==> config.mk <==
export PLATFORM = sky130hd
export DESIGN_NAME = clk_gate_ctrl
export DESIGN_NICKNAME = d
export VERILOG_FILES = /design/src/rtl/cg_ctrl_pkg.sv /design/src/rtl/cg_timer.sv /design/src/rtl/clk_gate_ctrl.sv
export SDC_FILE = /design/constraint.sdc
export NUM_CORES = 1
export LEC_CHECK = 0
export CAP_MARGIN = 20
export CORE_AREA = 2 2 39 41
export DETAILED_ROUTE_END_ITERATION = 6
export DIE_AREA = 0 0 41 43
export SLEW_MARGIN = 30
export SYNTH_ARGS = -nofsm -noshare
export SYNTH_HDL_FRONTEND = slang
export SYNTH_SLANG_ARGS = --single-unit
==> constraint.sdc <==
create_clock -name CLK -period 0.99 [get_ports CLK]
set_input_delay 0.1485 -clock CLK [delete_from_list [all_inputs] [get_ports CLK]]
set_output_delay 0.1485 -clock CLK [all_outputs]
set_load 0.005 [all_outputs]
==> src/rtl/cg_ctrl_pkg.sv <==
// Shared definitions for the clock-gate controller: FSM state
// encoding and a helper that sizes the internal cycle counters.
package cg_ctrl_pkg;

    typedef enum logic [1:0] {
        ST_OFF    = 2'd0,
        ST_WAKE   = 2'd1,
        ST_ACTIVE = 2'd2,
        ST_HOLD   = 2'd3
    } gate_state_e;

    // Bits needed to hold values 0..max_val inclusive (at least 1).
    function automatic int cnt_width(input int max_val);
        if (max_val < 2) begin
            return 1;
        end
        return $clog2(max_val + 1);
    endfunction

endpackage

==> src/rtl/cg_timer.sv <==
// Generic up-counter with clear, enable and a terminal-count flag that
// is high while the count equals TC-1. Clear has priority over enable.
module cg_timer
    import cg_ctrl_pkg::*;
#(
    parameter int TC = 2,
    parameter int W  = cnt_width(TC)
) (
    input  logic clk,
    input  logic rst,
    input  logic clr,
    input  logic en,
    output logic tc
);

    logic [W-1:0] cnt_d;
    logic [W-1:0] cnt_q;

    // Next count: clear wins, otherwise advance when enabled.
    always_comb begin
        cnt_d = cnt_q;
        if (clr) begin
            cnt_d = '0;
        end else if (en) begin
            cnt_d = cnt_q + W'(1);
        end
    end

    // Count register with synchronous reset.
    always_ff @(posedge clk) begin
        if (rst) begin
            cnt_q <= '0;
        end else begin
            cnt_q <= cnt_d;
        end
    end

    assign tc = (cnt_q == W'(TC - 1));

endmodule

==> src/rtl/clk_gate_ctrl.sv <==
// Clock-gate enable sequencer: OFF -> WAKE -> ACTIVE <-> HOLD -> OFF.
// Optional gated-cycle statistics counter when CG_STATS_EN is defined.
module clk_gate_ctrl
    import cg_ctrl_pkg::*;
#(
    parameter int NUM_REQ      = 2,
    parameter int WAKE_CYCLES  = 2,
    parameter int IDLE_TIMEOUT = 8
`ifdef CG_STATS_EN
  , parameter int CNT_W        = 16
`endif
) (
    input  logic               CLK,
    input  logic               RST,
    input  logic [NUM_REQ-1:0] REQ,
    input  logic               FORCE_ON,
    output logic               CLK_EN,
    output logic               READY,
    output logic [1:0]         GATE_STATE
`ifdef CG_STATS_EN
  , output logic [CNT_W-1:0]   GATED_CNT
  , input  logic               CNT_CLR
`endif
);

    gate_state_e state_d;
    gate_state_e state_q;
    logic        clk_en_d;
    logic        clk_en_q;
    logic        ready_d;
    logic        ready_q;

    logic any_req;
    logic wake_clr;
    logic wake_en;
    logic wake_tc;
    logic idle_clr;
    logic idle_en;
    logic idle_tc;

    assign any_req = (|REQ) | FORCE_ON;

    // Wake timer runs only in WAKE; it sits at zero everywhere else.
    assign wake_en  = (state_q == ST_WAKE);
    assign wake_clr = ~wake_en;

    // Idle timer counts consecutive idle HOLD cycles; any request restarts it.
    assign idle_en  = (state_q == ST_HOLD) & ~any_req;
    assign idle_clr = (state_q != ST_HOLD) | any_req;

    cg_timer #(
        .TC  (WAKE_CYCLES)
    ) u_wake_timer (
        .clk (CLK),
        .rst (RST),
        .clr (wake_clr),
        .en  (wake_en),
        .tc  (wake_tc)
    );

    cg_timer #(
        .TC  (IDLE_TIMEOUT)
    ) u_idle_timer (
        .clk (CLK),
        .rst (RST),
        .clr (idle_clr),
        .en  (idle_en),
        .tc  (idle_tc)
    );

    // Next state and the registered enable/ready it implies.
    always_comb begin
        state_d = state_q;
        unique case (state_q)
            ST_OFF: begin
                if (any_req) begin
                    state_d = ST_WAKE;
                end
            end
            ST_WAKE: begin
                if (wake_tc) begin
                    state_d = ST_ACTIVE;
                end
            end
            ST_ACTIVE: begin
                if (!any_req) begin
                    state_d = ST_HOLD;
                end
            end
            ST_HOLD: begin
                if (any_req) begin
                    state_d = ST_ACTIVE;
                end else if (idle_tc) begin
                    state_d = ST_OFF;
                end
            end
            default: state_d = ST_OFF;
        endcase
        clk_en_d = (state_d != ST_OFF);
        ready_d  = (state_d == ST_ACTIVE) | (state_d == ST_HOLD);
    end

    // FSM and output registers; reset forces the gate closed.
    always_ff @(posedge CLK) begin
        if (RST) begin
            state_q  <= ST_OFF;
            clk_en_q <= 1'b0;
            ready_q  <= 1'b0;
        end else begin
            state_q  <= state_d;
            clk_en_q <= clk_en_d;
            ready_q  <= ready_d;
        end
    end

    assign CLK_EN     = clk_en_q;
    assign READY      = ready_q;
    assign GATE_STATE = state_q;

`ifdef CG_STATS_EN
    logic [CNT_W-1:0] gated_cnt_d;
    logic [CNT_W-1:0] gated_cnt_q;

    // Saturating count of cycles with the gate closed; clear wins.
    always_comb begin
        gated_cnt_d = gated_cnt_q;
        if (CNT_CLR) begin
            gated_cnt_d = '0;
        end else if (!clk_en_q && (gated_cnt_q != '1)) begin
            gated_cnt_d = gated_cnt_q + CNT_W'(1);
        end
    end

    // Statistics register with synchronous reset.
    always_ff @(posedge CLK) begin
        if (RST) begin
            gated_cnt_q <= '0;
        end else begin
            gated_cnt_q <= gated_cnt_d;
        end
    end

    assign GATED_CNT = gated_cnt_q;
`else
    // No statistics counter in this build.
`endif

endmodule

==> metrics.md <==
| Metric | Value |
|---|---|
| Run status | `finished, violations left` |
| Failing checks | `negative setup slack` |
| Pwr Total | `802.2 uW` |
| Die Span Y | `43 um` |
| Clock transition at path regs | `0.06 ns` |
| Post-route insts no fill | `72` |
| Ports | `9` |
| Syn Area/Cell | `10.22 um2` |
| Crit path buf inv count | `0` |
| RSZ-0062 raised after global routing | `yes` |
| Global-route wire length before repair | `1.179 mm` |
| DP HPWL | `518.4 um` |
| CP max stage cell | `dfxtp_2` |
| Cell Area, Placed | `518.0 um2` |
| Logic pwr share | `17.5%` |
| Drt total wl | `742 um` |
| Layout cells sized above 1 | `53.57%` |
| Max-cap violations | `0` |
| Cts hold-fix bufs | `0` |
| # placed instances | `65` |
| Internal power | `618.8 uW` |
| Final WS setup | `-0.08470 ns` |
| GR Overflow Total | `0` |
| Core area | `0.001384 mm2` |
| Sequential area share after synthesis | `50.35%` |
| Arr. time, crit path | `1.20 ns` |
| Sequential power share | `48.6%` |
| Clock Sinks | `9` |
| Horiz. Die Dim | `41 um` |
| Post-synth net total | `42` |
| Port Buf Inserts | `8` |
| Register bit count reported by yosys | `9` |
| Synth Warn # | `0` |
| Full die area | `0.001763 mm2` |
| First drt pass iteration count | `3` |
| CP startpoint kind | `flip-flop` |
| LEAKAGE | `0.2418 nW` |
| Fin area | `616.8 um2` |
| FMAX | `930.5 MHz` |
| Clock period minus worst slack | `1.075 ns` |
| Total CTS buffers | `3` |
| Most frequent cells in the layout | `buf_6, nor2_1, dfxtp_2` |
| Cells after synthesis | `35` |
| Crit-path cells | `ha_4 > nand4b_1 > nor4_2 > a221oi_1` |
| Via Count | `324` |
| CTS tree | `built` |
| Hold crit path type | `input pin to flip-flop` |
| Power per cell area | `1301 mW/mm2` |
| Max clock buf depth | `2` |
| Switch share | `22.87%` |
| Worst-margin pin slew | `0.2644 ns` |
| Final ANT Viol Nets | `0` |
| Placer Congestion | `0.7173` |
| Commonest non-fill, non-tap cell in the layout | `buf_6` |
| Setup violators final | `2` |
| Largest net degree at the start of global routing | `6` |
| Count of final hold-check violations | `0` |
| Psw | `183.4 uW` |
| Clock Skews | `0.0002109 ns` |
| Clock power frac | `33.9%` |
| Worst-path fanout max | `2` |
| Initial Utilization | `25.86%` |
| Clock Tree Root | `clkbuf_4` |
| Drt initial violations | `3` |
| # diodes | `0` |
| Crit path max-delay family | `flip-flops` |
| Yosys cell types | `16` |
| Vias in the first global route | `332` |
| Synthesized cell area | `357.8 um2` |
| CTS H-tree depth | `1` |
| Nets | `64` |
| Setup TNS Final | `-0.1476 ns` |
| Via density per instance | `4.500` |
| CP peak stage delay | `0.35 ns` |
| # DRC | `0` |
| Rows | `14` |
| Max-Slew Margin vs Limit | `82.22%` |
| Syn-to-layout area delta | `72.38%` |
| Peak VDD IR | `0.6708 mV` |
| Drt wl/cell | `10.31 um` |
| Max Slew Vio Count | `0` |
| Worst-Skew Late Latency | `0.25 ns` |
| GR Util All Layers | `9.960%` |
| Hold WS | `0.4181 ns` |
| Required time of the critical path | `1.12 ns` |
| Number of antenna violations at the first check in global routing | `0` |
| Crit share post-route | `108.6%` |
| Setup crit end kind | `flip-flop` |
| Type of the worst setup path | `flip-flop to flip-flop` |
==> power by group through the flow <==
stage	combinational (mW)	sequential (mW)	clock [mW]
2_1_floorplan	0.0285	0.398	0
3_3_place_gp	0.0935	0.395	0
3_5_place_dp	0.0939	0.395	0
4_1_cts	0.119	0.385	0.294
5_1_grt	0.154	0.391	0.316
6_report	0.141	0.390	0.272
==> flip-flops by register name, indices dropped and copies added (netlist names) <==
| signal | flops |
|---|---|
| GATE_STATE | 2 |
| u_idle_timer.cnt_q | 4 |
| CLK_EN | 1 |
| u_wake_timer.cnt_q | 2 |
==> cell type report <==
cell class	count	area, um2
fillers	145	767.0
multi-input cells	23	211.5
flip-flops and latches	9	186.4
repair buffers	18	165.2
clock buffers	4	26.28
well taps	16	20.02
inverters	2	7.507
==> synthesized netlist by cell type <==
cell	n	share of area [%]
ha_1	2	7.0
nor4_2	1	3.5
o41ai_1	1	2.4
dfxtp_1	9	50
a21oi_1	2	2.8
inv_1	2	2.1
a211oi_1	1	2.1
xor2_1	1	2.4
nand3_1	2	2.8
nor3_2	1	2.8
xnor2_1	1	2.4
a221oi_1	1	2.4
nor2_1	7	7.3
or3b_1	1	2.4
nand4b_1	2	4.9
buf_4	1	2.1
==> through the flow <==
stage,worst slack (ns),utilization [%]
global placement,-0.2880,37.43
detailed placement,-0.3161,37.43
finish,-0.08470,44.57
floorplan,-0.01977,-
CTS,-0.09337,42.31
global route,-0.1735,44.57
==> per-layer routing <==
metal	GRT usage (%)	vias up	part of all wire, %
li1	-	166	-
met1	9.709	152	39
met2	16.88	6	55
met3	3.141	0	6.2
met4	6.000	0	0
met5	0	-	0
==> cell families (layout without fill, tap and decap cells) <==
group           count (synthesis)  count (layout)  share of synthesized area, %
xor+xnor                        2               2                         4.896
compound gates                  5               5                         9.792
simple gates                   14              14                         23.78
flops                           9               9                         50.35
fa+ha+maj                       2               2                         6.992
buf+inv                         3              24                         4.197
==> worst paths after layout <==
check                                     endpoint  cells past startpoint                          startpoint  slack (ns)
hold / removal            GATE_STATE[0]$_SDFF_PP0_                      3                              REQ[0]        0.42
setup / recovery                 CLK_EN$_SDFF_PP0_                      4  u_idle_timer.cnt_q[0]$_SDFFE_PP0P_       -0.08
setup reg to reg                 CLK_EN$_SDFF_PP0_                      4  u_idle_timer.cnt_q[0]$_SDFFE_PP0P_       -0.08
hold reg to reg   u_wake_timer.cnt_q[0]$_SDFF_PP0_                      1    u_wake_timer.cnt_q[0]$_SDFF_PP0_        0.45
==> what timing repair did <==
item	CTS	global route
endpoints found under the setup margin	13	13
pin swaps	8	6
buffers inserted	3	1
endpoints found under the hold margin	0	0
resized for setup	18	14
==> worst register-to-register path: stages (launching register included) <==
cell      delay [ns]
dfxtp_2         0.35
ha_4            0.13
nand4b_1        0.13
nor4_2          0.22
a221oi_1        0.13
No activity file was read; power rests on OpenSTA's default activity.
